**src/rtl/fpu_pkg.sv**
```systemverilog
// ----------------------------------------------------------------------------
// fpu_pkg
// Shared types for the FP issue stage: operation encoding, the request record
// buffered in the operand FIFO, and a sign-flip helper.
// ----------------------------------------------------------------------------
package fpu_pkg;

   localparam int unsigned FP_SIGN_BIT = 31;
   localparam int unsigned FP_TAG_W    = 5;

   typedef enum logic [1:0] {
      FP_ADD = 2'b00,
      FP_SUB = 2'b01,
      FP_NEG = 2'b10,
      FP_ABS = 2'b11
   } fp_op_t;

   typedef struct packed {
      fp_op_t                op;
      logic [31:0]           x1;
      logic [31:0]           x2;
      logic [FP_TAG_W-1:0]   tag;
   } fp_req_t;

   function automatic logic [31:0] fp_flip_sign(input logic [31:0] x);
      logic [31:0] r;
      r              = x;
      r[FP_SIGN_BIT] = ~x[FP_SIGN_BIT];
      return r;
   endfunction

endpackage

```
**src/rtl/fadd_issue_stage_if.sv**
```systemverilog
// ----------------------------------------------------------------------------
// fadd_issue_stage_if
// Bundles the request, adder and result/writeback signals of the FP issue
// stage.
//   slave  : the issue stage itself
//   master : its environment (decoder, combinational adder, writeback)
// Request : in_valid/in_ready, in_op, in_x1, in_x2, in_tag
// Adder   : add_x1/add_x2 out to adder, add_y/add_ovf back
// Result  : out_valid/out_ready, out_y, out_ovf, out_tag
// Status  : ovf_sticky, clr_ovf, count
// ----------------------------------------------------------------------------
interface fadd_issue_stage_if #(
   parameter int unsigned DEPTH = 4,
   parameter int unsigned TAG_W = 5
) ();

   localparam int unsigned CNT_W = $clog2(DEPTH + 1);

   logic             in_valid;
   logic             in_ready;
   logic [1:0]       in_op;
   logic [31:0]      in_x1;
   logic [31:0]      in_x2;
   logic [TAG_W-1:0] in_tag;

   logic [31:0]      add_x1;
   logic [31:0]      add_x2;
   logic [31:0]      add_y;
   logic             add_ovf;

   logic             out_valid;
   logic             out_ready;
   logic [31:0]      out_y;
   logic             out_ovf;
   logic [TAG_W-1:0] out_tag;

   logic             ovf_sticky;
   logic             clr_ovf;
   logic [CNT_W-1:0] count;

   modport slave (
      input  in_valid, in_op, in_x1, in_x2, in_tag,
      output in_ready,
      output add_x1, add_x2,
      input  add_y, add_ovf,
      output out_valid, out_y, out_ovf, out_tag,
      input  out_ready,
      output ovf_sticky, count,
      input  clr_ovf
   );

   modport master (
      output in_valid, in_op, in_x1, in_x2, in_tag,
      input  in_ready,
      input  add_x1, add_x2,
      output add_y, add_ovf,
      input  out_valid, out_y, out_ovf, out_tag,
      output out_ready,
      input  ovf_sticky, count,
      output clr_ovf
   );

endinterface

```
**src/rtl/fpu_op_fifo.sv**
```systemverilog
// ----------------------------------------------------------------------------
// fpu_op_fifo
// Synchronous FIFO of fp_req_t entries. DEPTH must be a power of two so the
// pointers wrap naturally.
//   clk, rst   : clock, asynchronous active-high reset (pointers/count only)
//   i_push     : write i_data (ignored when full)
//   i_pop      : drop head entry (ignored when empty)
//   o_data     : head entry
//   o_count    : occupancy, o_full / o_empty derived from it
// ----------------------------------------------------------------------------
module fpu_op_fifo
   import fpu_pkg::*;
#(
   parameter int unsigned DEPTH = 4
) (
   input  logic                         clk,
   input  logic                         rst,
   input  logic                         i_push,
   input  fp_req_t                      i_data,
   input  logic                         i_pop,
   output fp_req_t                      o_data,
   output logic [$clog2(DEPTH+1)-1:0]   o_count,
   output logic                         o_full,
   output logic                         o_empty
);

   localparam int unsigned AW = $clog2(DEPTH);
   localparam int unsigned CW = $clog2(DEPTH + 1);

   fp_req_t         r_mem [DEPTH];
   logic [AW-1:0]   r_wr_ptr;
   logic [AW-1:0]   r_rd_ptr;
   logic [CW-1:0]   r_count;
   logic            w_push;
   logic            w_pop;

   assign o_full  = (r_count == CW'(DEPTH));
   assign o_empty = (r_count == '0);
   assign w_push  = i_push & ~o_full;
   assign w_pop   = i_pop & ~o_empty;
   assign o_data  = r_mem[r_rd_ptr];
   assign o_count = r_count;

   // Storage is not reset; only the pointers define validity.
   always_ff @(posedge clk) begin
      if (w_push) begin
         r_mem[r_wr_ptr] <= i_data;
      end
   end

   always_ff @(posedge clk or posedge rst) begin
      if (rst) begin
         r_wr_ptr <= '0;
         r_rd_ptr <= '0;
         r_count  <= '0;
      end else begin
         if (w_push) r_wr_ptr <= r_wr_ptr + AW'(1);
         if (w_pop)  r_rd_ptr <= r_rd_ptr + AW'(1);
         unique case ({w_push, w_pop})
            2'b10:   r_count <= r_count + CW'(1);
            2'b01:   r_count <= r_count - CW'(1);
            default: r_count <= r_count;
         endcase
      end
   end

endmodule

```
**src/rtl/fadd_issue_stage.sv**
```systemverilog
// ----------------------------------------------------------------------------
// fadd_issue_stage
// Buffers FP requests, prepares operands for the external combinational
// adder from the FIFO head (sign of x2 flipped for fsub), computes fneg/fabs
// locally, and registers the result with its tag for writeback.
//   clk, rst : clock, asynchronous active-high reset
//   bus      : fadd_issue_stage_if.slave (request, adder, result, status)
// ----------------------------------------------------------------------------
module fadd_issue_stage
   import fpu_pkg::*;
#(
   parameter int unsigned DEPTH = 4,
   parameter int unsigned TAG_W = FP_TAG_W
) (
   input  logic               clk,
   input  logic               rst,
   fadd_issue_stage_if.slave  bus
);

   localparam int unsigned CW = $clog2(DEPTH + 1);

   // The request record in the package carries a fixed-width tag.
   if (TAG_W != FP_TAG_W) begin : g_tag_w_check
      $error("TAG_W must equal fpu_pkg::FP_TAG_W");
   end

   fp_req_t          w_req_in;
   fp_req_t          w_head;
   logic [CW-1:0]    w_count;
   logic             w_full;
   logic             w_empty;
   logic             w_push;
   logic             w_fire;
   logic [31:0]      w_add_x1;
   logic [31:0]      w_add_x2;
   logic [31:0]      w_res_y;
   logic             w_res_ovf;

   logic             r_out_valid;
   logic [31:0]      r_out_y;
   logic             r_out_ovf;
   logic [TAG_W-1:0] r_out_tag;
   logic             r_ovf_sticky;

   assign w_req_in = '{op: fp_op_t'(bus.in_op), x1: bus.in_x1, x2: bus.in_x2, tag: bus.in_tag};

   // No pass-through on full: in_ready depends on registered count only.
   assign w_push = bus.in_valid & ~w_full;
   assign w_fire = ~w_empty & (~r_out_valid | bus.out_ready);

   fpu_op_fifo #(
      .DEPTH (DEPTH)
   ) u_fifo (
      .clk     (clk),
      .rst     (rst),
      .i_push  (w_push),
      .i_data  (w_req_in),
      .i_pop   (w_fire),
      .o_data  (w_head),
      .o_count (w_count),
      .o_full  (w_full),
      .o_empty (w_empty)
   );

   always_comb begin
      w_add_x1 = '0;
      w_add_x2 = '0;
      if (!w_empty) begin
         w_add_x1 = w_head.x1;
         w_add_x2 = (w_head.op == FP_SUB) ? fp_flip_sign(w_head.x2) : w_head.x2;
      end
   end

   always_comb begin
      w_res_y   = bus.add_y;
      w_res_ovf = bus.add_ovf;
      unique case (w_head.op)
         FP_ADD, FP_SUB: begin
            w_res_y   = bus.add_y;
            w_res_ovf = bus.add_ovf;
         end
         FP_NEG: begin
            w_res_y   = fp_flip_sign(w_head.x1);
            w_res_ovf = 1'b0;
         end
         FP_ABS: begin
            w_res_y   = {1'b0, w_head.x1[FP_SIGN_BIT-1:0]};
            w_res_ovf = 1'b0;
         end
         default: begin
            w_res_y   = bus.add_y;
            w_res_ovf = bus.add_ovf;
         end
      endcase
   end

   // Data fields hold after the result is consumed; only valid drops.
   always_ff @(posedge clk or posedge rst) begin
      if (rst) begin
         r_out_valid <= 1'b0;
         r_out_y     <= '0;
         r_out_ovf   <= 1'b0;
         r_out_tag   <= '0;
      end else if (w_fire) begin
         r_out_valid <= 1'b1;
         r_out_y     <= w_res_y;
         r_out_ovf   <= w_res_ovf;
         r_out_tag   <= w_head.tag;
      end else if (r_out_valid && bus.out_ready) begin
         r_out_valid <= 1'b0;
      end
   end

   // Clear wins over a coincident overflow handshake.
   always_ff @(posedge clk or posedge rst) begin
      if (rst) begin
         r_ovf_sticky <= 1'b0;
      end else if (bus.clr_ovf) begin
         r_ovf_sticky <= 1'b0;
      end else if (r_out_valid && bus.out_ready && r_out_ovf) begin
         r_ovf_sticky <= 1'b1;
      end
   end

   assign bus.in_ready   = ~w_full;
   assign bus.add_x1     = w_add_x1;
   assign bus.add_x2     = w_add_x2;
   assign bus.out_valid  = r_out_valid;
   assign bus.out_y      = r_out_y;
   assign bus.out_ovf    = r_out_ovf;
   assign bus.out_tag    = r_out_tag;
   assign bus.ovf_sticky = r_ovf_sticky;
   assign bus.count      = w_count;

endmodule

```
**src/flat_wrapper.sv**
```systemverilog
// flat-port wrapper written by rule: the top's interface ports become plain ports
module fadd_issue_stage_flat import fpu_pkg::*;
#(
   parameter int unsigned DEPTH = 4,
   parameter int unsigned TAG_W = FP_TAG_W
)
  (clk, rst, bus_in_valid, bus_in_op, bus_in_x1, bus_in_x2, bus_in_tag, bus_in_ready, bus_add_x1, bus_add_x2, bus_add_y, bus_add_ovf, bus_out_valid, bus_out_y, bus_out_ovf, bus_out_tag, bus_out_ready, bus_ovf_sticky, bus_count, bus_clr_ovf);
  fadd_issue_stage_if #(.DEPTH(DEPTH), .TAG_W(TAG_W)) bus_i ();
  input  logic clk;
  input  logic rst;
  input wire logic [$bits(bus_i.in_valid)-1:0] bus_in_valid;
  input wire logic [$bits(bus_i.in_op)-1:0] bus_in_op;
  input wire logic [$bits(bus_i.in_x1)-1:0] bus_in_x1;
  input wire logic [$bits(bus_i.in_x2)-1:0] bus_in_x2;
  input wire logic [$bits(bus_i.in_tag)-1:0] bus_in_tag;
  output wire logic [$bits(bus_i.in_ready)-1:0] bus_in_ready;
  output wire logic [$bits(bus_i.add_x1)-1:0] bus_add_x1;
  output wire logic [$bits(bus_i.add_x2)-1:0] bus_add_x2;
  input wire logic [$bits(bus_i.add_y)-1:0] bus_add_y;
  input wire logic [$bits(bus_i.add_ovf)-1:0] bus_add_ovf;
  output wire logic [$bits(bus_i.out_valid)-1:0] bus_out_valid;
  output wire logic [$bits(bus_i.out_y)-1:0] bus_out_y;
  output wire logic [$bits(bus_i.out_ovf)-1:0] bus_out_ovf;
  output wire logic [$bits(bus_i.out_tag)-1:0] bus_out_tag;
  input wire logic [$bits(bus_i.out_ready)-1:0] bus_out_ready;
  output wire logic [$bits(bus_i.ovf_sticky)-1:0] bus_ovf_sticky;
  output wire logic [$bits(bus_i.count)-1:0] bus_count;
  input wire logic [$bits(bus_i.clr_ovf)-1:0] bus_clr_ovf;
  assign bus_i.in_valid = bus_in_valid;
  assign bus_i.in_op = bus_in_op;
  assign bus_i.in_x1 = bus_in_x1;
  assign bus_i.in_x2 = bus_in_x2;
  assign bus_i.in_tag = bus_in_tag;
  assign bus_in_ready = bus_i.in_ready;
  assign bus_add_x1 = bus_i.add_x1;
  assign bus_add_x2 = bus_i.add_x2;
  assign bus_i.add_y = bus_add_y;
  assign bus_i.add_ovf = bus_add_ovf;
  assign bus_out_valid = bus_i.out_valid;
  assign bus_out_y = bus_i.out_y;
  assign bus_out_ovf = bus_i.out_ovf;
  assign bus_out_tag = bus_i.out_tag;
  assign bus_i.out_ready = bus_out_ready;
  assign bus_ovf_sticky = bus_i.ovf_sticky;
  assign bus_count = bus_i.count;
  assign bus_i.clr_ovf = bus_clr_ovf;
  fadd_issue_stage #(.DEPTH(DEPTH), .TAG_W(TAG_W)) u_core (.clk(clk), .rst(rst), .bus(bus_i));
endmodule
```
**config.mk**
```make
export PLATFORM = sky130hd
export DESIGN_NAME = fadd_issue_stage_flat
export DESIGN_NICKNAME = d
export VERILOG_FILES = /design/src/rtl/fpu_pkg.sv /design/src/rtl/fadd_issue_stage_if.sv /design/src/rtl/fpu_op_fifo.sv /design/src/rtl/fadd_issue_stage.sv /design/src/flat_wrapper.sv
export SDC_FILE = /design/constraint.sdc
export NUM_CORES = 1
export LEC_CHECK = 0
export ABC_AREA = 0
export CORE_MARGIN = 2
export CORE_UTILIZATION = 35
export CTS_CLUSTER_DIAMETER = 40
export DETAILED_ROUTE_END_ITERATION = 6
export PLACE_DENSITY = 0.66
export SETUP_SLACK_MARGIN = 0.3
export SYNTH_ARGS = -nofsm -noshare
export SYNTH_HDL_FRONTEND = slang
export SYNTH_SLANG_ARGS = --single-unit
```
**constraint.sdc**
```tcl
create_clock -name clk -period 3.8 [get_ports clk]
set_input_delay 0.38 -clock clk [delete_from_list [all_inputs] [get_ports clk]]
set_output_delay 0.38 -clock clk [all_outputs]
set_load 0.02 [all_outputs]
```
# [Word-level counts from Yosys, hierarchy flattened]
# Memory sizes are Yosys's and may differ from the RTL's.
# Index checks and enable logic that the tools add are counted.
[totals] ff_bits=47 latchBits=0 mem_bits_rw=284 rom_bits=0 out_inout_bits=108 word_cells=50 mem_count=1
[op_classes] addsub=4 multipliers=0 div=0 n_lt_le_gt_ge=0 eq_ne=6 n_shift=0 n_mux=12 bitwise=10 n_reduce_logical=9
[mem_list] memory="u_core.u_fifo.r_mem" words=4 width=71 rd=1 rd_ports_with_merged_regs=0 wr=1 line_no="fpu_op_fifo.sv:30" text="fp_req_t r_mem [DEPTH];"
[op_table] cell="$mux 32" n=3
[op_table] cell="$pmux 32 s3" n=1
[op_table] cell="$eq 2x2->1 const B" n=3
[op_table] cell="$mux 1" n=6
[op_table] cell="$pmux 3 s2" n=1
[op_table] cell="$reduce_bool 2->1" n=3
[op_table] cell="$not 1->1" n=5
[op_table] cell="$add 2x1->2 const B" n=2
[op_table] cell="$and 1x1->1" n=4
[op_table] cell="$eq 2x1->1 const B" n=2
[op_table] cell="$reduce_or 2->1" n=2
[op_table] cell="$add 3x1->3 const B" n=1
[op_table] cell="$eq 3x3->1 const B" n=1
[op_table] cell="$logic_not 3->1" n=1
[op_table] cell="$sub 3x1->3 const B" n=1
[op_table] cell="$logic_and 1x1->1" n=2
[op_table] cell="$logic_not 2->1" n=1
[op_table] cell="$pmux 1 s2" n=1
[op_table] cell="$or 1x1->1" n=1

# [Depth between registers and ports, before layout]
# Gate-level depths: netlist of the first run.
[depth] ltp_word=6 ltp_mapped=9 depth_no_buf=9

# [Hierarchy]
# Synthesis of the first run repeated with hierarchy kept, for this count alone.
[unflattened] hier_cells=611 area_unflattened_um2=13355.3
[modules_own_cells] mod="fpu_op_fifo" n_inst=1 cells_each=409 area_each_um2=10747.8
[modules_own_cells] mod="fadd_issue_stage" n_inst=1 cells_each=202 area_each_um2=2607.5

# [Worst setup path after synthesis of the first run]
# Ideal clock, no wire load.
[synth_path] path_type="register to register" from="reg u_core.u_fifo.r_count[2], in the netlist u_core.u_fifo.o_count[2]" to="mem u_core.u_fifo.r_mem[0][0] in the netlist's numbering (enable)" setup_ps=437 t_arrival_ps=2588 required_time_ps=3363 slack_ps=774 stages_incl_launch_ff=3 path_buffers=0 path_cell_list="dfrtp_1 > or3b_1 > and3_1"
[synth_between] elab_chain_len=6
[synth_lines] item="start: declaration" line_no="fpu_op_fifo.sv:33" text="logic [CW-1:0] r_count;"
[synth_lines] item="start signal: assignment" line_no="fpu_op_fifo.sv:60" text="2'b10: r_count <= r_count + CW'(1);"
[synth_lines] item="start signal: assignment" line_no="fpu_op_fifo.sv:61" text="2'b01: r_count <= r_count - CW'(1);"
[synth_lines] item="start signal: assignment" line_no="fpu_op_fifo.sv:62" text="default: r_count <= r_count;"
[synth_lines] item="$eq 3x3->1 (*)" line_no="fpu_op_fifo.sv:37" text="assign o_full = (r_count == CW'(DEPTH));"
[synth_lines] item="$not 1->1 (*)"
[synth_lines] item="via bus_in_ready" line_no="flat_wrapper.sv:16" text="output wire logic [$bits(bus_i.in_ready)-1:0] bus_in_ready;"
[synth_lines] item="$and 1x1->1" line_no="fadd_issue_stage.sv:48" text="assign w_push = bus.in_valid & ~w_full;"
[synth_lines] item="$and 1x1->1 (*)" line_no="fpu_op_fifo.sv:39" text="assign w_push = i_push & ~o_full;"
[synth_lines] item="$mux 1 (*)" line_no="fpu_op_fifo.sv:46" text="if (w_push) begin"
[synth_lines] item="$mux 1 (not written as such) (*)" line_no="fpu_op_fifo.sv:47" text="r_mem[r_wr_ptr] <= i_data;"
[synth_lines] item="end: declaration" line_no="fpu_op_fifo.sv:30"
# The timed path passes the listed nets; every way through them passes the cells marked *.

# [Worst setup path in the final report of the first run]
[layout_path] from="reg u_core.u_fifo.r_rd_ptr[0]" to="out bus_add_x2[31]"
[layout_between] elab_chain_len=4
[layout_lines] item="start: declaration" line_no="fpu_op_fifo.sv:32" text="logic [AW-1:0] r_rd_ptr;"
[layout_lines] item="start signal: assignment" line_no="fpu_op_fifo.sv:58" text="if (w_pop) r_rd_ptr <= r_rd_ptr + AW'(1);"
[layout_lines] item="$mem_v2 4x71 (*)"
[layout_lines] item="$eq 2x1->1 or $not 1->1 (tied branches)" line_no="fadd_issue_stage.sv:70, fpu_pkg.sv:28"
[layout_lines] item="$mux 32 (*)" line_no="fadd_issue_stage.sv:70" text="w_add_x2 = (w_head.op == FP_SUB) ? fp_flip_sign(w_head.x2) : w_head.x2;"
[layout_lines] item="$mux 32 (*)" line_no="fadd_issue_stage.sv:68" text="if (!w_empty) begin"
[layout_lines] item="end: declaration" line_no="flat_wrapper.sv:18" text="output wire logic [$bits(bus_i.add_x2)-1:0] bus_add_x2;"
# Every way passes the cells marked *; elsewhere a longest branch is shown, timed or not.

==> results of run 1 <==
-- worst max-delay path by stage --
stage,slack (ns),end,startpoint,depth (start not counted)
2_1_floorplan,0.77,u_core.u_fifo.r_mem[0][0],u_core.u_fifo.o_count[2],2
6_report,0.53,bus_add_x2[31],u_core.u_fifo.r_rd_ptr[0],5
5_1_grt,0.39,bus_add_x2[31],u_core.u_fifo.r_rd_ptr[0],5
3_5_place_dp,0.97,bus_add_x1[0],u_core.u_fifo.r_rd_ptr[0],4
4_1_cts,0.35,bus_add_x1[0],u_core.u_fifo.r_rd_ptr[0],4
3_3_place_gp,0.98,bus_add_x1[0],u_core.u_fifo.r_rd_ptr[0],4
-- cell families after synthesis --
kind of cell               count (synthesis)
and+or+nand+nor                           84
xor gates and xnor gates                   6
adders and majority gates                  6
DFF                                      331
buffers and inverters                     44
AOI/OAI and AO/OA                         67
muxes                                    109
-- state kept, by name, indices dropped and copies added (netlist names) --
register / count
u_core.bus.out_ovf: 1
u_core.bus.out_tag: 5
u_core.bus.out_valid: 1
u_core.bus.out_y: 32
u_core.bus.ovf_sticky: 1
u_core.u_fifo.o_count: 3
u_core.u_fifo.r_mem: 284
u_core.u_fifo.r_rd_ptr: 2
u_core.u_fifo.r_wr_ptr: 2
-- worst register-to-register path, stage by stage (launching register included) --
cell and delay (ns):
dfrtp_1 0.44, or3_2 0.81, nand2_1 0.20, clkinv_1 0.26, ha_1 0.32, inv_1 0.07
fa_1 0.18, xor2_1 0.15, nor2_1 0.06, xor2_1 0.14
-- routing by layer --
metal / up-vias / GRT usage (%) / wire length (microns)
met5: - / 0 / 22
met4: 4 / 5.36 / 646
met3: 53 / 4.09 / 1940
met2: 220 / 26.1 / 14400
met1: 3561 / 19.9 / 12500
li1: 3075 / - / -
-- cells in the final DEF (no fill, tap or decap), drive strengths merged --
cell type / synthesis / routed
nor2: 2 / 2
ha: 5 / 5
clkbuf: 20 / 55
o2bb2ai: 1 / 1
bufinv: 0 / 6
dfrtp: 47 / 47
buf: 16 / 15
a21oi: 1 / 1
nand2: 3 / 3
edfxtp: 284 / 284
or4b: 1 / 1
nor2b: 2 / 2
o21ai: 63 / 63
xnor2: 4 / 4
nand3: 2 / 2
clkinvlp: 0 / 5
mux4: 71 / 71
or3: 1 / 1
fa: 1 / 1
nand2b: 2 / 2
clkinv: 1 / 11
inv: 7 / 16
nor3: 1 / 1
and3: 4 / 4
and2: 64 / 64
mux2i: 32 / 32
xor2: 2 / 2
or3b: 2 / 2
mux2: 6 / 6
a31oi: 2 / 2
clkdlybuf4s50: 0 / 216
-- final cells by class --
| cell class | count | area (sq um) |
|---|---|---|
| Fill cell | 3116 | 19200 |
| Sequential cell | 331 | 9710 |
| Multi-Input combinational cell | 272 | 3010 |
| Timing Repair Buffer | 231 | 2340 |
| Clock buffer | 55 | 1230 |
| Tap cell | 468 | 586 |
| Clock inverter | 30 | 375 |
| Inverter | 8 | 30.0 |
-- timing repair --
action                     in CTS  in global routing
hold buffers                    0                  0
resized for setup               0                  2
setup endpoints to repair       0                  6
-- where the power goes --
group / internal (mW) / switching (mW) / total [mW]
clock: 2.76 / 1.63 / 4.39
combinational: 2.89 / 3.16 / 6.05
sequential: 4.89 / 0.280 / 5.17
-- stage by stage --
stage | cell area, sq um | hold slack (ns) | utilization (%) | cells
finish | 17300 | 0.317 | 47.4 | 1395
global route | 17300 | 0.358 | 47.4 | 1395
CTS | 17300 | 0.327 | 47.4 | 1395
detailed placement | 15700 | 0.499 | 43.0 | 1310
global placement | 15700 | 0.484 | 43.0 | 1310
floorplan | 12900 | 0.446 | - | 647
==> summary.md, run 1 <==
| Metric | Value |
|---|---|
| Outcome | finished, final reports clean |
| Die ar. | 38400 sq um |
| WL final | 29600 microns |
| Vias in the first global route | 7565 |
| Mux share of post-synthesis cell area | 15.4% |
| Share of cells above drive strength 1 | 19.2% |
| Crit share post-route | 86.1% |
| Post-CTS Repair Setup Buffers | 0 |
| Minimum clock period | 3.27 ns |
| Worst-path clk slew | 0.06 ns |
| Setup WS post-layout | 0.529 ns |
| GRT Residual Overflow | 0 |
| Syn nets | 762 |
| CTS H-Tree Depth | 2 |
| Endpoints failing setup | 0 |
| Vias per cell | 4.96 |
| Adder-Cell Fraction of Synth Area | 0.641% |
| Top cell type by total area after synthesis | edfxtp_1 |
| ANT nets after route | 0 |
| Fmax | 306 MHz |
| Largest net degree at the start of global routing | 41 |
| Post-synthesis compound-gate area fraction | 2.65% |
| Top-area cell type share of the netlist area | 66.2% |
| Worst vdd ir | 0.449 mV |
| Root Driver | clkbuf_16 |
| GP Congestion | 0.692 |
| Crit start category | flop |
| First-pass GRT wire length | 44900 microns |
| Mapped Cells | 647 |
| CP Data Arrival Time | 2.89 ns |
| Synth Register Bits | 331 |
| CP max stage delay | 0.67 ns |
| Dpl hpwl | 18200 microns |
| RR Startpoint | u_core.u_fifo.o_count[0] |
| Slowest-stage cell, CP | clkdlybuf4s50_1 |
| Top_reg_cell synth | edfxtp_1 |
| Ranking of synthesized cells by area | edfxtp_1, mux4_2, dfrtp_1 |
| Most used standard cell by instance count after synthesis | edfxtp_1 |
| Crit-path leading delay family | buffers and inverters |
| Iteration-0 DRC count of the detailed router | 272 |
| Ys async rst share | 14.2% |
| Syn avg cell area | 19.9 sq um |
| Yosys warns | 0 |
| Core area | 36400 sq um |
| Pwr Total | 15.6 mW |
| Post-synth EDFFs | 284 |
| Clock skew | 0.0132 ns |
| Clk_lat worst skew | 0.56 ns |
| IO Port Bufs | 216 |
| Max Cap Viol | 0 |
| Distinct cells, synth | 32 |
| Tightest Pin Transition | 0.831 ns |
| Largest family of logic cells by synthesized area | multiplexers |
| Routed WL per cell | 21.2 microns |
| Crit path required time | 3.42 ns |
| CTS tree | done |
| Final count of hold timing violations | 0 |
| Cell Chain, Critical Path | mux4_2 > buf_4 > nor2b_1 > o21ai_1 > clkdlybuf4s50_1 |
| Initial antenna violation count | 2 |
| P_leak | 5.92 nW |
| Hold Path Class | in -> async |
| Crit path capture type | primary output |
| Simple-gate share of the synthesized area | 4.02% |
| Rel. slew slack | 44.5% |
| Max Fanout on Critical Path | 35 |
| PD cells | 903 nW/um^2 |
| ANT cells | 0 |
| Die span in y | 196 microns |
| Worst path bufs/invs | 2 |
| RSZ-0062 raised after global routing | false |
| Tot GR Track Use | 15.6% |
| Worst Reg-to-Reg Cells | 9 |
| DRC violations left | 0 |
| Area Overhead vs Synth | 34.1% |
| # rows | 70 |
| CTS Buffer Depth | 3 |
| Vias post-DR | 6913 |
| Setup TNS | 0 ns |
| DP Worst Slack | 0.965 ns |
| Post-synthesis sequential area ratio | 75.3% |
| Most frequent cells after synthesis | edfxtp_1, mux4_2, and2_1, o21ai_0, dfrtp_1 |
| Final Slew Violations | 0 |
| Flop2flop setup slack | 1.04 ns |
| Nets | 1005 |
| RR Endpoint | u_core.u_fifo.o_count[2] |
| Chip width | 196 microns |
| Post-synthesis xor/xnor area fraction | 0.408% |
| Netlist Area Pre-Place | 12900 sq um |
| Pre-antenna DRT Iters | 4 |
| CTS Sinks | 331 |
| Starting Density | 35.4% |
| Kind of critical path | reg -> out |
| TritonCTS Buffers | 46 |
| Ports | 217 |
Note: power is estimated with default switching activity, not from simulation.
==> inputs of run 2 (changes only) <==
--- a/config.mk
+++ b/config.mk
@@ -7,10 +7,11 @@
 export LEC_CHECK = 0
 export ABC_AREA = 0
 export CORE_MARGIN = 2
-export CORE_UTILIZATION = 35
+export CORE_UTILIZATION = 25
 export CTS_CLUSTER_DIAMETER = 40
 export DETAILED_ROUTE_END_ITERATION = 6
-export PLACE_DENSITY = 0.66
+export GPL_ROUTABILITY_DRIVEN = 0
+export PLACE_DENSITY = 0.53
 export SETUP_SLACK_MARGIN = 0.3
 export SYNTH_ARGS = -nofsm -noshare
 export SYNTH_HDL_FRONTEND = slang
==> constraint.sdc (replaced) <==
create_clock -name clk -period 3.4 [get_ports clk]
set_input_delay 0.34 -clock clk [delete_from_list [all_inputs] [get_ports clk]]
set_output_delay 0.34 -clock clk [all_outputs]
set_load 0.02 [all_outputs]
==> run 2 against run 1 <==
Compared with the run above:
- worst setup slack got worse by 0.20 ns
- first-iteration DRC count rose by 47%
- final cell count is 18% higher
- wire length increased by 13%
- clock skew about the same
- core utilization decreased by 12 points
- highest routed layer unchanged
==> summary.md, run 2 (synthesis gave the netlist of run 1 again) <==
| Metric | Value |
|---|---|
| Outcome | finished, final reports clean (unchanged) |
| Final count of hold timing violations | 0 (unchanged) |
| Share of cells above drive strength 1 | 22.8% (was 19.2%) |
| Crit path capture type | primary output (unchanged) |
| Crit path required time | 3.06 ns (was 3.42 ns) |
| CTS tree | done (unchanged) |
| Top reg by flops | u_core.u_fifo.r_mem (unchanged) |
| IO Port Bufs | 216 (unchanged) |
| Initial antenna violation count | 5 (was 2) |
| Vias in the first global route | 7648 (was 7565) |
| Worst vdd ir | 0.511 mV (was 0.449 mV) |
| Endpoints failing setup | 0 (unchanged) |
| CTS Buffer Depth | 3 (unchanged) |
| Tot GR Track Use | 12.3% (was 15.6%) |
| CTS H-Tree Depth | 2 (unchanged) |
| Fmax | 326 MHz |
| Pre-antenna DRT Iters | 5 (was 4) |
| ANT nets after route | 0 (unchanged) |
| Clk_lat worst skew | 0.59 ns (was 0.56 ns) |
| WL final | 33600 microns (was 29600 microns) |
| Largest register FFs | 284 (unchanged) |
| Crit share post-route | 90.3% |
| Ports | 217 (unchanged) |
| Area Overhead vs Synth | 41.4% (was 34.1%) |
| Final std cells w/o fill | 1647 (was 1395) |
| Starting Density | 25.2% (was 35.4%) |
| Max Cap Viol | 0 (unchanged) |
| GRT Residual Overflow | 0 (unchanged) |
| Dpl hpwl | 20100 microns (was 18200 microns) |
| Cell Chain, Critical Path | buf_4 > buf_4 > mux4_2 > or4b_1 > o21ai_1 > dlygate4sd2_1 (was mux4_2 > buf_4 > nor2b_1 > o21ai_1 > clkdlybuf4s50_1) |
| Routed WL per cell | 20.4 microns (was 21.2 microns) |
| Final Slew Violations | 0 (unchanged) |
| Hold Path Class | in -> async (unchanged) |
| CTS Sinks | 331 (unchanged) |
| RR Endpoint | u_core.u_fifo.o_count[2] (unchanged) |
| Placed insts | 1530 (was 1310) |
| Largest net degree at the start of global routing | 72 (was 41) |
| Rel. slew slack | 39.5% (was 44.5%) |
| # rows | 83 (was 70) |
| Nets | 1032 (was 1005) |
| DRC violations left | 0 (unchanged) |
| Tightest Pin Transition | 0.907 ns (was 0.831 ns) |
| Most frequent cells in the layout | edfxtp_1, clkdlybuf4s50_1, mux4_2 (unchanged) |
| Core area | 51100 sq um (was 36400 sq um) |
| Kind of critical path | reg -> out (unchanged) |
| Iteration-0 DRC count of the detailed router | 401 (was 272) |
| Worst path bufs/invs | 3 (was 2) |
| RR Startpoint | u_core.u_fifo.o_count[0] (unchanged) |
| Crit start category | flop (unchanged) |
| First-pass GRT wire length | 49000 microns (was 44900 microns) |
| Root Driver | clkbuf_16 (unchanged) |
| P_leak | 6.33 nW (was 5.92 nW) |
| Clock skew | 0.0132 ns (about the same) |
| Flop2flop setup slack | 0.71 ns (was 1.04 ns) |
| Vias post-DR | 7050 (was 6913) |
| Worst Reg-to-Reg Cells | 10 (was 9) |
| Worst-path clk slew | 0.05 ns (was 0.06 ns) |
| CP Data Arrival Time | 2.73 ns (was 2.89 ns) |
| Die ar. | 53400 sq um (was 38400 sq um) |
| Hold slack final | 0.273 ns (was 0.317 ns) |
| CP max stage delay | 0.49 ns (was 0.67 ns) |
| RSZ-0062 raised after global routing | true (was false) |
| PD cells | 1030 nW/um^2 (was 903 nW/um^2) |
| Crit-path leading delay family | buffers and inverters (unchanged) |
| Commonest non-fill, non-tap cell in the layout | edfxtp_1 (unchanged) |
| Max Fanout on Critical Path | 4 (was 35) |
| Chip width | 231 microns (was 196 microns) |
| Slowest-stage cell, CP | dfrtp_4 (was clkdlybuf4s50_1) |
| CP dominant cell by count | buf_4 |
| Minimum clock period | 3.07 ns |
| TritonCTS Buffers | 57 (was 46) |
| Die span in y | 231 microns (was 196 microns) |
| Vias per cell | 4.28 (was 4.96) |
| Setup TNS | 0 ns (unchanged) |
run 2: cell count changes in the layout (fill, tap and decap cells not counted), moves of 2 or more:
cell             previous run  this run
buf_12                      5         7
buf_16                      0         2
buf_4                       8        18
clkbuf_16                  47        61
clkbuf_8                    2         0
clkdlybuf4s50_1           216       207
clkinv_1                    4         1
clkinv_4                    3         8
dlymetal6s2s_1              0         8
inv_6                       5        14
run 2: worst reg2reg max path: cells and delay by family, from the launching register on:
family,cells,cell delay [ns]
XOR/XNOR,2,0.28
adder cells (fa/ha/maj),2,0.50
buffers and inverters,3,0.59
flip-flops,1,0.44
AND/OR/NAND/NOR,3,0.75
run 2: cell type report:
type / count / area, sq um
flip-flops and latches: 331 / 9710
repair buffers: 247 / 2600
inverters: 8 / 30.0
diodes: 1 / 2.50
clock inverters: 44 / 547
fillers: 4853 / 32900
well taps: 680 / 851
multi-input cells: 272 / 3010
clock buffers: 64 / 1470
run 2: worst max-delay path by stage:
stage	start	to	slack, ns	depth (start not counted)
after floorplan	u_core.u_fifo.o_count[2]	u_core.u_fifo.r_mem[0][0]	0.37	2
after CTS	u_core.u_fifo.r_rd_ptr[0]	bus_add_x1[17]	0.21	4
after global routing	u_core.u_fifo.r_rd_ptr[0]	bus_add_x2[31]	0.22	6
after global placement	u_core.u_fifo.r_rd_ptr[0]	bus_add_x1[3]	0.65	4
final	u_core.u_fifo.r_rd_ptr[0]	bus_add_x2[31]	0.33	6
after detailed placement	u_core.u_fifo.r_rd_ptr[0]	bus_add_x1[3]	0.64	4
run 2: timing repair:
action,in CTS,in global routing
gates cloned,0,3
hold buffers,0,0
setup endpoints to repair,36,61
buffers inserted,0,5
resized for setup,5,13
run 2: stage by stage:
stage / worst slack, ns / cell area (sq um) / power (mW) / utilization [%]
2_1_floorplan: 0.374 / 12900 / 9.81 / -
3_3_place_gp: 0.654 / 16000 / 12.9 / 31.3
6_report: 0.331 / 18200 / 18.8 / 35.7
3_5_place_dp: 0.642 / 16000 / 12.9 / 31.3
5_1_grt: 0.219 / 18200 / 19.8 / 35.7
4_1_cts: 0.206 / 18000 / 19.0 / 35.3
run 2: routing by layer:
layer	global-route usage, %	part of all wire [%]	vias up	wire [microns]
li1	-	-	3142	-
met1	16.1	43	3602	14500
met2	19.5	47	234	15900
met3	3.72	7.1	66	2370
met4	4.40	2.3	6	760
met5	0	0.095	-	32
run 2: power breakdown:
part | switching [mW] | internal [mW]
registers | 0.301 | 5.47
clock network | 2.20 | 3.69
logic | 3.74 | 3.44
==> inputs of run 3 (changes only) <==
==> constraint.sdc (replaced) <==
create_clock -name clk -period 3.9 [get_ports clk]
set_input_delay 0.39 -clock clk [delete_from_list [all_inputs] [get_ports clk]]
set_output_delay 0.39 -clock clk [all_outputs]
set_load 0.02 [all_outputs]
==> run 3 against run 2 <==
Compared with the run above:
- sequential power is 11% lower
- sequential share of layout area is 0.44 points higher
- global-route usage hardly changed
- clock power is 11% lower
- die area stayed put
- critical endpoint unchanged
==> summary.md, run 3 (synthesis gave the netlist of run 1 again) <==
| Metric | Value |
|---|---|
| Outcome | finished, final reports clean (unchanged) |
| ANT cells | 0 (was 1) |
| CTS Sinks | 331 (unchanged) |
| Worst path bufs/invs | 1 (was 3) |
| Crit-path leading delay family | buffers and inverters (unchanged) |
| Iteration-0 DRC count of the detailed router | 409 (was 401) |
| First-pass GRT wire length | 48700 microns (was 49000 microns) |
| ANT nets after route | 0 (unchanged) |
| CP Data Arrival Time | 3.10 ns (was 2.73 ns) |
| CTS hold repair buffers | 0 (unchanged) |
| Worst-path clk slew | 0.05 ns (about the same) |
| Ports | 217 (unchanged) |
| CTS Buffer Depth | 3 (unchanged) |
| Flop2flop setup slack | 1.34 ns (was 0.71 ns) |
| Routed WL per cell | 20.1 microns (was 20.4 microns) |
| Fmax | 287 MHz |
| Crit start category | flop (unchanged) |
| Core area | 51100 sq um (unchanged) |
| Slowest-stage cell, CP | clkdlybuf4s50_1 (was dfrtp_4) |
| Die span in y | 231 microns (unchanged) |
| Commonest non-fill, non-tap cell in the layout | edfxtp_1 (unchanged) |
| Clock skew | 0.0214 ns (was 0.0132 ns) |
| Vias per cell | 4.28 (about the same) |
| Crit share post-route | 89.4% |
| Hold Path Class | in -> async (unchanged) |
| Setup TNS | 0 ns (unchanged) |
| TritonCTS Buffers | 59 (was 57) |
| DRC violations left | 0 (unchanged) |
| Tot GR Track Use | 12.4% (was 12.3%) |
| RR Startpoint | u_core.u_fifo.o_count[0] (unchanged) |
| CP max stage delay | 0.66 ns (was 0.49 ns) |
| Share of cells above drive strength 1 | 22.2% (was 22.8%) |
| Top reg by flops | u_core.u_fifo.r_mem (unchanged) |
| Endpoints failing setup | 0 (unchanged) |
| Starting Density | 25.2% (unchanged) |
| Final count of hold timing violations | 0 (unchanged) |
| Chip width | 231 microns (unchanged) |
| WL final | 33000 microns (was 33600 microns) |
| Minimum clock period | 3.49 ns |
| Largest net degree at the start of global routing | 54 (was 72) |
| Initial antenna violation count | 3 (was 5) |
| Clk_lat worst skew | 0.61 ns (was 0.59 ns) |
| Worst Setup SP | u_core.u_fifo.r_rd_ptr[0] (unchanged) |
| CTS tree | done (unchanged) |
| RR Endpoint | u_core.u_fifo.o_count[2] (unchanged) |
| Pre-antenna DRT Iters | 4 (was 5) |
| Final Slew Violations | 0 (unchanged) |
| GRT Residual Overflow | 0 (unchanged) |
| # rows | 83 (unchanged) |
| Vias post-DR | 7029 (was 7050) |
| Vias in the first global route | 7634 (was 7648) |
| Rel. slew slack | 43.6% (was 39.5%) |
| Area Overhead vs Synth | 40.3% (was 41.4%) |
| Die ar. | 53400 sq um (unchanged) |
| Setup WS post-layout | 0.413 ns (was 0.331 ns) |
| Most frequent cells in the layout | edfxtp_1, clkdlybuf4s50_1, mux4_2 (unchanged) |
| Worst Reg-to-Reg Cells | 9 (was 10) |
| Largest register FFs | 284 (unchanged) |
| P_leak | 6.18 nW (was 6.33 nW) |
| Tightest Pin Transition | 0.845 ns (was 0.907 ns) |
| Cell Chain, Critical Path | mux4_2 > or4b_1 > o21ai_1 > clkdlybuf4s50_1 (was buf_4 > buf_4 > mux4_2 > or4b_1 > o21ai_1 > dlygate4sd2_1) |
| Nets | 1025 (was 1032) |
| RSZ-0062 raised after global routing | false (was true) |
| Max Fanout on Critical Path | 11 (was 4) |
| Dpl hpwl | 20300 microns (was 20100 microns) |
| Kind of critical path | reg -> out (unchanged) |
| PD cells | 902 nW/um^2 (was 1030 nW/um^2) |
| IO Port Bufs | 216 (unchanged) |
| Core Util, Final | 35.4% (was 35.7%) |
| Pwr Total | 16.3 mW (was 18.8 mW) |
| Crit path required time | 3.51 ns (was 3.06 ns) |
| Crit path capture type | primary output (unchanged) |
| DP Worst Slack | 0.839 ns (was 0.642 ns) |
| Max Cap Viol | 0 (unchanged) |
| CTS H-Tree Depth | 2 (unchanged) |
| Root Driver | clkbuf_16 (unchanged) |
| Worst vdd ir | 0.447 mV (was 0.511 mV) |
## run 3: cell count changes in the layout (fill, tap and decap cells not counted), moves of 3 or more
cell	previous run	this run
dlymetal6s2s_1	8	0
clkdlybuf4s50_1	207	216
buf_12	7	4
clkinv_1	1	6
clkbuf_1	6	3
## run 3: per-stage QoR
stage	std cells	hold WS, ns	area [sq um]
2_1_floorplan	647	0.456	12900
3_3_place_gp	1528	0.489	16000
3_5_place_dp	1528	0.495	16000
4_1_cts	1641	0.273	18100
5_1_grt	1641	0.310	18100
6_report	1641	0.286	18100
## run 3: report_power, final
group | internal (mW) | switching, mW | total, mW
registers | 4.77 | 0.337 | 5.11
clock network | 3.33 | 1.91 | 5.24
logic | 2.85 | 3.11 | 5.96
total | 10.9 | 5.36 | 16.3
## run 3: layout make-up
type / count / area [sq um]
clock buffers: 67 / 1590
clock inverters: 45 / 493
fillers: 4860 / 33000
inverters: 8 / 30.0
multi-input cells: 272 / 3010
flip-flops and latches: 331 / 9710
well taps: 680 / 851
repair buffers: 238 / 2390
## run 3: worst max path at each step
stage | to | slack [ns] | cells past startpoint
after floorplan | u_core.u_fifo.r_mem[0][0] | 0.87 | 2
after global placement | bus_add_x2[31] | 0.84 | 5
after detailed placement | bus_add_x2[31] | 0.84 | 5
after CTS | bus_add_x2[31] | 0.37 | 4
after global routing | bus_add_x2[31] | 0.30 | 4
final | bus_add_x2[31] | 0.41 | 4
## run 3: worst reg2reg max path, stage by stage (launching register included)
cell	delay [ns]
dfrtp_1	0.46
or3_2	0.57
nand2_1	0.12
clkinv_1	0.32
ha_1	0.37
inv_1	0.07
fa_1	0.17
xor2_1	0.16
nor2_1	0.07
xor2_1	0.14
## run 3: repair_timing
item	in CTS	in global routing
setup buffers	1	0
setup endpoints to repair	1	0
gates resized for setup	1	0
## run 3: per-layer routing
| layer | track usage (%) | vias up | share of wire (%) |
|---|---|---|---|
| li1 | - | 3134 | - |
| met1 | 15.6 | 3598 | 42 |
| met2 | 20.3 | 223 | 48 |
| met3 | 3.62 | 68 | 6.8 |
| met4 | 4.56 | 6 | 2.3 |
| met5 | 0 | - | 0.11 |
==> patch (settings of run 2) <==
Make the reset (`rst`) synchronous in 3 clocked blocks. Comments in the files are not updated.
--- a/src/rtl/fpu_op_fifo.sv
+++ b/src/rtl/fpu_op_fifo.sv
@@ -49,5 +49,5 @@
    end
 
-   always_ff @(posedge clk or posedge rst) begin
+   always_ff @(posedge clk) begin
       if (rst) begin
          r_wr_ptr <= '0;
--- a/src/rtl/fadd_issue_stage.sv
+++ b/src/rtl/fadd_issue_stage.sv
@@ -96,5 +96,5 @@
 
    // Data fields hold after the result is consumed; only valid drops.
-   always_ff @(posedge clk or posedge rst) begin
+   always_ff @(posedge clk) begin
       if (rst) begin
          r_out_valid <= 1'b0;
@@ -113,5 +113,5 @@
 
    // Clear wins over a coincident overflow handshake.
-   always_ff @(posedge clk or posedge rst) begin
+   always_ff @(posedge clk) begin
       if (rst) begin
          r_ovf_sticky <= 1'b0;
Check against the original RTL: differs if rst is asserted again (counterexample within 4 cycles, from zero or initial values and one cycle with rst high); with rst held inactive, the same outputs for 4 cycles.
==> patch against run 2 <==
  * Maximum frequency increased by 3.6%
  * Routed wire length increased by 0.41%
  * Clock power decreased by 6.6%
  * Sequential cell count increased by 2
  * Synthesized cell count increased by 9.3%
  * Total power decreased by 10%
  * Cell area decreased by 1.8%
  * Area after synthesis about the same
  * Non-clock buffer count decreased by 7
  * Worst setup slack improved by 0.11 ns
  * Global-route usage increased by 0.29 points
  * Clock skew increased by 0.0056 ns
  * Register-to-register slack improved by 0.09 ns
  * Critical path depth decreased by 1
==> patch: results <==
export IMPL_fillCellCount=4903
export IMPL_wire_per_inst_um=19.9
export IMPL_ir_worst_vdd_v=0.000550
export IMPL_worst_path_max_fanout=21
export IMPL_post_cts_resize_count=1
export IMPL_ys_top_cells_by_area="edfxtp_1, mux4_2, dfxtp_1, and2_1, nand2_1"
export IMPL_nonClkBufAreaFrac_pct=13.9
export IMPL_p_leak_nw=5.89
export IMPL_rr_worst_depth=9
export IMPL_status="completed"
export IMPL_grt_use_met2_pct=19.6
export IMPL_p_per_area_nw_per_um2=947
export IMPL_final_nets=1081
export IMPL_synthMuxAreaShare_pct=12.7
export IMPL_multi_input_comb_area_um2=3150
export IMPL_die_w_um=231
export IMPL_comb_power_mw=6.15
export IMPL_ys_types=37
export IMPL_reg2reg_slack_ns=0.80
export IMPL_dpl_cell_area_um2=15900
export IMPL_dp_cells=1578
export IMPL_num_antenna_cells=2
export IMPL_synth_common_cells="edfxtp_1, nand2_1, mux4_2, and2_1, dfxtp_1"
export IMPL_n_clock_buffer=68
export IMPL_seq_share_pct=53.2
export IMPL_vias_per_cell=4.29
export IMPL_yosys_area_share_adder_pct=0.641
export IMPL_synthCells=707
export IMPL_drive_above_1_share_pct=20.9
export IMPL_p_clk_mw=5.50
export IMPL_skew_ns=0.0188
export IMPL_timing_hold_ws_ns=0.172
export IMPL_m1WireLength_mm=15.2
export IMPL_postCtsSetupRepairBufs=7
export IMPL_use_met3_pct=3.93
export IMPL_gr_usage_met1_pct=16.7
## patch: cell types whose count changed after synthesis, sizes merged, moves of 4 or more
cell / before / now
dfxtp: 0 / 49
a21oi: 1 / 9
mux2i: 32 / 2
nor2: 2 / 41
dfrtp: 47 / 0
a311oi: 0 / 31
nand2: 3 / 75
o21ai: 63 / 1
buf: 16 / 25
mux2: 6 / 1
clkbuf: 20 / 16
## patch: worst max-delay path by stage
| stage | end | slack, ns |
|---|---|---|
| 5_1_grt | bus_add_x1[24] | 0.30 |
| 4_1_cts | bus_add_x1[24] | 0.31 |
| 2_1_floorplan | u_core.u_fifo.r_mem[0][0] | 0.38 |
| 3_5_place_dp | bus_add_x1[0] | 0.67 |
| 6_report | bus_add_x1[1] | 0.44 |
| 3_3_place_gp | bus_add_x1[0] | 0.68 |
## patch: worst max-delay path, stage by stage, from the launching register on
cell	delay [ns]
dfxtp_4	0.36
buf_4	0.15
buf_12	0.21
mux4_2	0.56
and2_1	0.18
clkdlybuf4s50_1	0.53
